==> src/rtl/shift_seq_ctrl_pkg.sv <==
// Shared constants and types for the shift-register command sequencer.
package shift_seq_ctrl_pkg;

  localparam logic [1:0] MODE_HOLD  = 2'b00;
  localparam logic [1:0] MODE_SH_DN = 2'b01;
  localparam logic [1:0] MODE_SH_UP = 2'b10;
  localparam logic [1:0] MODE_LOAD  = 2'b11;

  localparam logic [1:0] FILL_ZERO  = 2'b00;
  localparam logic [1:0] FILL_ONES  = 2'b01;
  localparam logic [1:0] FILL_ROT   = 2'b10;
  localparam logic [1:0] FILL_ARITH = 2'b11;

  typedef enum logic [1:0] {
    S_IDLE,
    S_LOAD,
    S_SHIFT,
    S_DONE
  } state_e;

endpackage

==> src/rtl/shift_seq_ctrl_cnt.sv <==
// Loadable down-counter for shift steps; last_o marks the final step.
module shift_cnt #(
  parameter int CNT_W = 3
) (
  input  logic             clk_i,
  input  logic             rst_ni,
  input  logic             load_i,
  input  logic [CNT_W-1:0] val_i,
  input  logic             dec_i,
  output logic             last_o
);

  logic [CNT_W-1:0] cnt_q;
  logic [CNT_W-1:0] cnt_d;

  always_comb begin
    cnt_d = cnt_q;
    if (load_i)
      cnt_d = val_i;
    else if (dec_i)
      cnt_d = cnt_q - CNT_W'(1);
  end

  always_ff @(posedge clk_i or negedge rst_ni) begin
    if (!rst_ni)
      cnt_q <= '0;
    else
      cnt_q <= cnt_d;
  end

  assign last_o = (cnt_q == CNT_W'(1));

endmodule

==> src/rtl/shift_seq_ctrl.sv <==
// Sequences load/shift commands onto an external 8-bit universal
// shift register, using its Q bus for rotate and sign fill.
module shift_seq_ctrl
  import shift_seq_ctrl_pkg::*;
#(
  parameter int WIDTH = 8,
  parameter int CNT_W = 3
) (
  input  logic             clock,
  input  logic             reset,
  input  logic             start,
  input  logic             dir,
  input  logic [CNT_W-1:0] amount,
  input  logic [1:0]       fill,
  input  logic             load_en,
  input  logic [WIDTH-1:0] din,
  input  logic [WIDTH-1:0] q_in,
  output logic             a0,
  output logic             a1,
  output logic [WIDTH-1:0] d_out,
  output logic             dl,
  output logic             dr,
  output logic             busy,
  output logic             done
);

  state_e           state_q, state_d;
  logic             dir_q;
  logic [CNT_W-1:0] amt_q;
  logic [1:0]       fill_q;
  logic [WIDTH-1:0] din_q;
  logic             take;
  logic             cnt_ld;
  logic [CNT_W-1:0] cnt_val;
  logic             cnt_last;
  logic [1:0]       mode;

  assign take = (state_q == S_IDLE) && start;

  always_ff @(posedge clock or negedge reset) begin
    if (!reset) begin
      state_q <= S_IDLE;
      dir_q   <= 1'b0;
      amt_q   <= '0;
      fill_q  <= FILL_ZERO;
      din_q   <= '0;
    end else begin
      state_q <= state_d;
      if (take) begin
        dir_q  <= dir;
        amt_q  <= amount;
        fill_q <= fill;
        din_q  <= din;
      end
    end
  end

  always_comb begin
    state_d = state_q;
    unique case (state_q)
      S_IDLE: begin
        if (start) begin
          if (load_en)
            state_d = S_LOAD;
          else if (amount != '0)
            state_d = S_SHIFT;
          else
            state_d = S_DONE;
        end
      end
      S_LOAD:
        state_d = (amt_q != '0) ? S_SHIFT : S_DONE;
      S_SHIFT:
        if (cnt_last) state_d = S_DONE;
      S_DONE:
        state_d = S_IDLE;
      default:
        state_d = S_IDLE;
    endcase
  end

  // Entry into SHIFT comes straight from IDLE (live amount) or via LOAD.
  assign cnt_ld  = (state_d == S_SHIFT) && (state_q != S_SHIFT);
  assign cnt_val = (state_q == S_IDLE) ? amount : amt_q;

  shift_cnt #(.CNT_W(CNT_W)) u_cnt (
    .clk_i  (clock),
    .rst_ni (reset),
    .load_i (cnt_ld),
    .val_i  (cnt_val),
    .dec_i  (state_q == S_SHIFT),
    .last_o (cnt_last)
  );

  always_comb begin
    mode  = MODE_HOLD;
    d_out = '0;
    dl    = 1'b0;
    dr    = 1'b0;
    busy  = 1'b1;
    done  = 1'b0;
    unique case (1'b1)
      (state_q == S_IDLE):
        busy = 1'b0;
      (state_q == S_LOAD): begin
        mode  = MODE_LOAD;
        d_out = din_q;
      end
      (state_q == S_SHIFT): begin
        mode = dir_q ? MODE_SH_UP : MODE_SH_DN;
        unique case (fill_q)
          FILL_ONES: begin
            dl = 1'b1;
            dr = 1'b1;
          end
          FILL_ROT: begin
            dl = dir_q & q_in[WIDTH-1];
            dr = ~dir_q & q_in[0];
          end
          FILL_ARITH:
            dr = ~dir_q & q_in[WIDTH-1];
          default: ;
        endcase
      end
      (state_q == S_DONE):
        done = 1'b1;
      default: ;
    endcase
  end

  assign a1 = mode[1];
  assign a0 = mode[0];

endmodule

==> config.mk <==
export PLATFORM = sky130hd
export DESIGN_NAME = shift_seq_ctrl
export DESIGN_NICKNAME = d
export VERILOG_FILES = /design/src/rtl/shift_seq_ctrl_pkg.sv /design/src/rtl/shift_seq_ctrl_cnt.sv /design/src/rtl/shift_seq_ctrl.sv
export SDC_FILE = /design/constraint.sdc
export NUM_CORES = 1
export LEC_CHECK = 0
export ABC_CLOCK_PERIOD_IN_PS = 2000
export CAP_MARGIN = 20
export CELL_PAD_IN_SITES_DETAIL_PLACEMENT = 1
export CELL_PAD_IN_SITES_GLOBAL_PLACEMENT = 1
export CORE_AREA = 5 5 65 67
export DETAILED_ROUTE_END_ITERATION = 16
export DIE_AREA = 0 0 70 72
export PLACE_DENSITY = 0.82
export SYNTH_ARGS = -nofsm -noshare
export SYNTH_HDL_FRONTEND = slang
export SYNTH_HIERARCHICAL = 1
export SYNTH_SLANG_ARGS = --single-unit
==> constraint.sdc <==
create_clock -name clock -period 2 [get_ports clock]
set_input_delay 0.4 -clock clock [delete_from_list [all_inputs] [get_ports clock]]
set_output_delay 0.4 -clock clock [all_outputs]
set_load 0.05 [all_outputs]
Word-level counts from Yosys, hierarchy flattened
Cells that the tools add are included.
{"block": "word_totals", "register_bits": 19, "latch_bits": 0, "ram_bits": 0, "rom_bits": 0, "input_bits": 26, "out_inout_bits": 14, "word_cells": 44, "mem_count": 0}
{"block": "op_classes", "add_sub_neg": 1, "multipliers": 0, "n_div": 0, "order_cmp": 0, "n_eq_ne": 9, "n_shift": 0, "mux": 18, "n_bitwise": 4, "n_reduce_logical": 6}
{"cell": "equality test 2 bit, second input constant", "count": 5}
{"cell": "2-to-1 mux 3 bit", "count": 3}
{"cell": "2-to-1 mux 2 bit", "count": 4}
{"cell": "2-to-1 mux 8 bit", "count": 1}
{"cell": "case mux 2 bit (4 select lines)", "count": 1}
{"cell": "2-to-1 mux 1 bit", "count": 6}
{"cell": "nonzero test 3 bit", "count": 2}
{"cell": "equality test 2 x 1 -> 1 bit, second input constant", "count": 2}
{"cell": "case mux 2 bit (2 select lines)", "count": 1}
{"cell": "AND 1 bit", "count": 3}
{"cell": "equality test 3 x 1 -> 1 bit, second input constant", "count": 1}
{"cell": "case mux 1 bit (3 select lines)", "count": 1}
{"cell": "subtractor 3 x 1 -> 3 bit, second input constant", "count": 1}
{"cell": "logical AND 1 bit", "count": 2}
{"cell": "logical NOT 2 bit", "count": 1}
{"cell": "!= test 2 bit, second input constant", "count": 1}
{"cell": "case mux 1 bit (2 select lines)", "count": 1}
{"cell": "nonzero test 2 bit", "count": 1}
{"cell": "NOT 1 bit", "count": 1}

Longest topological paths before layout
Gate-level depths: netlist of run 1.
{"block": "depth", "depth_word": 8, "depth_mapped": 8, "ltp_nobuf": 7}

Hierarchy
The synthesis of run 1 kept the hierarchy.
{"module": "shift_seq_ctrl", "instances": 1, "cells_each": 81, "area_per_inst_um2": 924.6, "seq_area_each_um2": 400.4}
{"module": "shift_cnt", "instances": 1, "cells_each": 19, "area_per_inst_um2": 193.9, "seq_area_each_um2": 75.1}

Worst setup path before layout of run 1
Ideal clock, no wire load.
{"block": "synth_path", "path_type": "register to output", "startpoint": "register state_q[0]", "endpoint": "output port dl", "arrival_time_ps": 1975, "required_ps": 1600, "setup_slack_ps": -375, "path_stages_with_launch": 5, "path_buffers": 0, "path_cell_list": "dfrtp_1 inv_1 ha_1 inv_1 nor3_1"}
{"block": "synth_via", "elab_chain_len": 2}
{"item": "start, declared", "line_no": "shift_seq_ctrl.sv:27", "rtl": "state_e state_q, state_d;"}
{"item": "start signal, assigned", "line_no": "shift_seq_ctrl.sv:48", "rtl": "state_q <= state_d;"}
{"item": "equality test 2 bit", "line_no": "shift_seq_ctrl.sv:109", "rtl": "(state_q == S_SHIFT): begin"}
{"item": "2-to-1 mux 1 bit", "line_no": "shift_seq_ctrl.sv:102", "rtl": "unique case (1'b1)"}
{"item": "end, declared", "line_no": "shift_seq_ctrl.sv:21", "rtl": "output logic dl,"}
No other way between the ends.

Worst setup path after layout of run 1
{"block": "layout_path", "startpoint": "register state_q[0]", "endpoint": "output port a0"}
{"block": "layout_via", "elab_chain_len": 2, "word_cells_on_any_way": 3, "cone_classes": "eq/ne (2); mux (1)"}
{"item": "equality test 2 bit / equality test 2 x 1 -> 1 bit (equally long branches)", "line_no": "shift_seq_ctrl.sv:109, shift_seq_ctrl.sv:105"}
{"item": "case mux 2 bit (2 select lines) *", "line_no": "shift_seq_ctrl.sv:102"}
{"item": "end, declared", "line_no": "shift_seq_ctrl.sv:18", "rtl": "output logic a0,"}
Every way passes the cells marked *; elsewhere a longest branch is shown, timed or not.

==> reports/results.ini, run 1 <==
[synth]
synth_top_cell_area_share=0.425
synthTopCellsByCount=19 x dfrtp_1, 17 x mux2_2, 9 x ha_1, 8 x and2_1, 8 x inv_1
synthDistinctLibCells=28
yosysWarnings=6
synth_edf_count=0
avgSynthCellArea_sq_um=11.2
synthFlopType=dfrtp_1
async_flop_share=1.00
synthCells=100
ys_ff_latch=19
seq_area_frac_synth=0.425
syn_area_sq_mm=0.00112
yosysMostFrequentCell=dfrtp_1
synth_nets=135
synthTopCellsByArea=dfrtp_1 43%, mux2_2 17%, ha_1 10%
synth_top_area_cell=dfrtp_1

[routing]
num_vias=952
ant_nets=0
via_per_inst=4.74
first_pass_iters=4
drt_iter0_drc=6
drcViolationCount=0
avgRoutedWirePerCell_um=16.0
wl_mm=3.22

[clock_network]
cts_buffers=3
clockBufferDepth=2
tritoncts=yes
clk_latency_ps=300
clock-sinks=19
htreeDepth=1
clockRootBuffer=clkbuf_4
ctsHoldBuffers=0
clk_pin_slew_ps=120

[floorplanning]
dieWidth_um=70
ios=40
die_h_um=72
dieArea_sq_mm=0.00504
rows=22
initial_core_util=0.313
core_sq_mm=0.00358

[worst_setup_path]
slowest_delay_ps=450
cp_cell_sequence=buf_4, ha_4, buf_6, o21a_1, buf_12
slowest_stage=dfrtp_1
crit_required_ps=1600
r2r_cells=5
critical_path_buf_inv_count=3
r2r_setup_slack_ps=60
worstSetupEndpointType=output pin
crit_type=reg2out
cp_max_fo=5
arrival_ps=1580
r2r-start=state_q[0]$_DFF_PN0_
startpoint_type=flip-flop
r2r-end=u_cnt/cnt_q[1]$_DFFE_PN0P_
critPathTopFamily=buffers and inverters

[layout]
nNetsFinal=189
drive_gt1_frac=0.431
area_growth_pct=65.2
antenna_cells=0
utilization=0.516
fill_cells=377

[status]
status=complete, no violations

[grt]
gr-total-overflow=0
grt_max_degree=20
first_global_vias=1098
grtUsageTotal=0.129
antenna_found_initial=0
grt_pass1_wl_mm=5.17

[timing]
relSlewSlack=0.808
tns_ps=0
finalCritPeriodShare=0.989
slew_viol_final=0
rsz0062_at_grt=yes
setup_viol=0
finClkSkew_ps=8.35
fin_crit_ps=1980
hold_ws_ps=411
fmax_mhz=506
hold_violations=0
fin_ws_ps=21.8
max_slew.worst_pin.slew_ps=287

[placed_design]
globalplace.congestion=0.830
dpl.hpwl_mm=2.36
place_ws_ps=-226
numPortBuffers=33

[worst_hold_path]
hp-class=in2async

[pwr]
ir_worst_vdd_v=0.000580
powerDensity_mw_per_mm2=1580
leakage_uw=0.000811
p_total_uw=2920

[run]
cap_violations=0

-- flip-flops by register name, indices dropped and copies added (netlist names) --
| name | count |
|---|---|
| din_q | 8 |
| amt_q | 3 |
| u_cnt/cnt_q | 3 |
| fill_q | 2 |
| state_q | 2 |
| dir_q | 1 |
-- cell families (layout without fill, tap and decap cells) --
| family | Yosys count | in the layout | share of synthesized area |
|---|---|---|---|
| compound gates | 15 | 15 | 0.0929 |
| xor+xnor | 1 | 1 | 0.00783 |
| fa+ha+maj | 9 | 9 | 0.101 |
| buf+inv | 11 | 64 | 0.0470 |
| flops | 19 | 19 | 0.425 |
| mux | 18 | 18 | 0.180 |
| simple gates | 27 | 27 | 0.147 |
-- how the worst max path moves through the flow --
stage / from / to / slack, ps / cells after the start
2_1_floorplan: state_q[1]$_DFF_PN0_ / a1 / 20 / 5
3_3_place_gp: start / u_cnt/cnt_q[1]$_DFFE_PN0P_ / -180 / 5
3_5_place_dp: start / u_cnt/cnt_q[1]$_DFFE_PN0P_ / -230 / 5
4_1_cts: state_q[0]$_DFF_PN0_ / a1 / 3 / 6
5_1_grt: fill_q[0]$_DFFE_PN0P_ / dr / -30 / 5
6_report: state_q[0]$_DFF_PN0_ / a0 / 20 / 5
-- where the power goes --
group	leakage (uW)	internal (uW)	total, uW	switching (uW)
sequential	0.000225	585	732	147
combinational	0.000569	1020	1990	969
clock	0.0000177	74.6	202	127
total	0.000811	1680	2920	1240
-- final cells by class --
type                            count  area [sq um]  share of cell area
Multi-Input combinational cell     70           642               0.347
Timing Repair Buffer               52           612               0.331
Sequential cell                    19           477               0.258
Tap cell                           48          60.1              0.0325
Inverter                            8          30.0              0.0162
Clock buffer                        3          22.5              0.0122
Clock inverter                      1          5.00             0.00271
-- repair_timing --
action | 4_1_cts | 5_1_grt
pin swaps | 0 | 2
gates cloned | 0 | 1
gates resized for setup | 3 | 15
setup endpoints to repair | 4 | 14
setup buffers | 3 | 5
-- through the flow --
step           cells  cell area (sq um)
4_1_cts          195               1750
3_5_place_dp     188               1690
5_1_grt          201               1850
6_report         201               1850
2_1_floorplan    100               1120
3_3_place_gp     188               1690
-- per-layer routing --
metal	global-route usage	vias up	wire length, um
met4	0.0596	0	92
met2	0.247	28	1720
li1	-	451	-
met5	0	-	0
met3	0.0249	8	138
met1	0.136	465	1270
-- layout by cell type (no fill, tap or decap), drive strengths merged, types with 2 or more instances in the layout --
master	synthesis	final
buf	2	33
clkdlybuf4s50	0	19
dfrtp	19	19
mux2	17	17
ha	9	9
and2	8	8
inv	8	8
nor2b	5	5
nand2	4	4
o21ai	4	4
clkbuf	1	3
nor2	3	3
or4b	2	2
o21a	2	2
a21oi	2	2
nor3	2	2
No activity file was read; power rests on OpenSTA's default activity.
==> run 2: changes to the inputs <==
Settings changed: ABC_CLOCK_PERIOD_IN_PS 2000 to 1700, CORE_AREA 5 5 65 67 to 5 5 68 70, DIE_AREA 0 0 70 72 to 0 0 73 75, PLACE_DENSITY 0.82 to 0.79.
Clock period 2 ns to 1.7 ns, I/O delays scaled along.
==> run 2 against run 1 <==
  * The run now ends with negative setup slack left
  * Hold slack got worse by 1.8 ps
  * Critical path depth up 1
  * Combinational power is 45% higher
  * Sequential cell count stayed put
==> reports/results.ini, run 2 (synthesized netlist as in run 1, its figures left out) <==
[status]
status=complete, but fails checks  ; was complete, no violations
failed_checks=negative setup slack

[routing]
drcViolationCount=0  ; unchanged
ant_nets=0  ; unchanged
via_per_inst=4.77  ; was 4.74
num_vias=988  ; was 952
drt_iter0_drc=11  ; was 6
first_pass_iters=4  ; unchanged
wl_mm=3.77  ; was 3.22 mm
avgRoutedWirePerCell_um=18.2  ; was 16.0 um

[layout]
fin_area_sq_mm=0.00204  ; was 0.00185 sq mm
register_area_sq_um=477  ; unchanged
drive_gt1_frac=0.554  ; was 0.431
fill_cells=413  ; was 377
nNetsFinal=193  ; was 189
top_register=din_q  ; unchanged
area_growth_pct=82.4  ; was 65.2%
layout_common_cells=18 x dfrtp_1, 18 x clkdlybuf4s50_1, 17 x mux2_2  ; was 19 x clkdlybuf4s50_1, 18 x dfrtp_1, 17 x mux2_2, 17 x buf_4, 13 x buf_12
antenna_cells=0  ; unchanged
largest_reg_flops=8  ; unchanged
reg_top3=din_q (8), amt_q (3), u_cnt/cnt_q (3)  ; unchanged
multi_input_area_sq_um=733  ; was 642 sq um
finalNonFillerCells=207  ; was 201

[timing]
relSlewSlack=0.782  ; was 0.808
slew_viol_final=0  ; unchanged
rsz0062_at_grt=yes  ; unchanged
finClkSkew_ps=4.61  ; was 8.35 ps
fin_crit_ps=1880
hold_violations=0  ; unchanged
finalCritPeriodShare=1.11
fmax_mhz=531
hold_ws_ps=409  ; was 411 ps
max_slew.worst_pin.slew_ps=326  ; was 287 ps
fin_ws_ps=-184  ; was 21.8 ps
setup_viol=15  ; was 0

[floorplanning]
initial_core_util=0.286  ; was 0.313
rows=23  ; was 22
ios=40  ; unchanged
die_h_um=75  ; was 72 um
dieWidth_um=73  ; was 70 um
dieArea_sq_mm=0.00548  ; was 0.00504 sq mm
core_sq_mm=0.00391  ; was 0.00358 sq mm

[clock_network]
htreeDepth=1  ; unchanged
ctsHoldBuffers=0  ; unchanged
cts_buffers=3  ; unchanged
tritoncts=yes  ; unchanged
clockRootBuffer=clkbuf_8  ; was clkbuf_4
clk_latency_ps=260  ; was 300 ps
clock-sinks=19  ; unchanged
clockBufferDepth=2  ; unchanged
clk_pin_slew_ps=70  ; was 120 ps

[worst_setup_path]
r2r-start=state_q[1]$_DFF_PN0_  ; was state_q[0]$_DFF_PN0_
cp_max_fo=7  ; was 5
crit_type=reg2reg  ; was reg2out
startpoint_type=flip-flop  ; unchanged
cp_cell_sequence=inv_4, ha_4, or4b_4, o2bb2ai_4, and4bb_1, a221o_1  ; was buf_4, ha_4, buf_6, o21a_1, buf_12
worstSetupEndpointType=flip-flop  ; was output pin
crit_required_ps=1900  ; was 1600 ps
r2r_setup_slack_ps=-180  ; was 60 ps
slowest_stage=or4b_4  ; was dfrtp_1
arrival_ps=2090  ; was 1580 ps
slowest_delay_ps=490  ; was 450 ps
cp-startpoint=state_q[1]$_DFF_PN0_  ; was state_q[0]$_DFF_PN0_

[placed_design]
globalplace.congestion=0.848  ; was 0.830
dp.cells=194  ; was 188
place_ws_ps=-428  ; was -226 ps
dpl.hpwl_mm=2.47  ; was 2.36 mm
numPortBuffers=33  ; unchanged
dpl_cell_area_sq_mm=0.00178  ; was 0.00169 sq mm

[grt]
antenna_found_initial=0  ; unchanged
grt_pass1_wl_mm=6.00  ; was 5.17 mm
gr-total-overflow=0  ; unchanged
grt_max_degree=20  ; unchanged
first_global_vias=1180  ; was 1,098
grtUsageTotal=0.146  ; was 0.129

[worst_hold_path]
hp-class=in2async  ; unchanged

[pwr]
ir_worst_vdd_v=0.000866  ; was 0.000580 V
p_total_uw=4110  ; was 2920 uW
p_comb_frac=0.704  ; was 0.680
leakage_uw=0.000891  ; was 0.000811 uW
p_sw_uw=1690  ; was 1240 uW
powerDensity_mw_per_mm2=2010  ; was 1580 mW/mm^2
p_int_uw=2410  ; was 1680 uW
power.share.clock=0.079  ; was 0.069
pwr-share-seq=0.217  ; was 0.250
swShare=0.413  ; was 0.425

[run]
cap_violations=0  ; unchanged

-- run 2: worst paths after layout --
check / end / cells past startpoint
max in group asynchronous: state_q[1]$_DFF_PN0_ / 2
worst max register to register: u_cnt/cnt_q[2]$_DFFE_PN0P_ / 6
worst min-delay path: din_q[0]$_DFFE_PN0P_ / 2
worst min register to register: din_q[3]$_DFFE_PN0P_ / 1
worst max-delay path: u_cnt/cnt_q[2]$_DFFE_PN0P_ / 6
min in group clock: amt_q[0]$_DFFE_PN0P_ / 2
-- run 2: cell type report --
class | instances | share of cell area
multi-input combinational | 70 | 0.359
timing repair buffer | 56 | 0.337
sequential | 19 | 0.234
tap | 50 | 0.0307
clock buffer | 4 | 0.0221
inverter | 8 | 0.0172
-- run 2: what timing repair did --
| action | CTS | global route |
|---|---|---|
| endpoints found under the setup margin | 15 | 17 |
| setup buffers | 5 | 5 |
| resized for setup | 34 | 7 |
| pin swaps | 12 | 5 |
| gates cloned | 1 | 0 |
| hold endpoints to repair | 0 | 0 |
-- run 2: per-stage QoR --
step                      utilization  setup TNS [ps]
after floorplan                     -            -155
after global placement          0.454            -858
after detailed placement        0.454           -1120
after CTS                       0.509            -984
after global routing            0.521           -1990
final                           0.521           -1160
-- run 2: power by group through the flow --
stage	logic, uW	clock network, uW	registers (uW)
finish	2890	326	891
global route	3060	353	925
CTS	2710	331	885
detailed placement	2290	0	869
global placement	2210	0	845
floorplan	1360	0	812
-- run 2: worst max-delay path: cells and delay by family (launching register included) --
family	cells	cell delay (ps)
AOI/OAI and AO/OA	2	310
adders and majority gates	1	160
buffers and inverters	1	100
DFF	1	470
and+or+nand+nor	2	790
-- run 2: routing by layer --
metal,GRT usage,share of wire
met5,0,0
met4,0.0369,0.0077
met3,0.0320,0.060
met2,0.305,0.60
met1,0.143,0.34
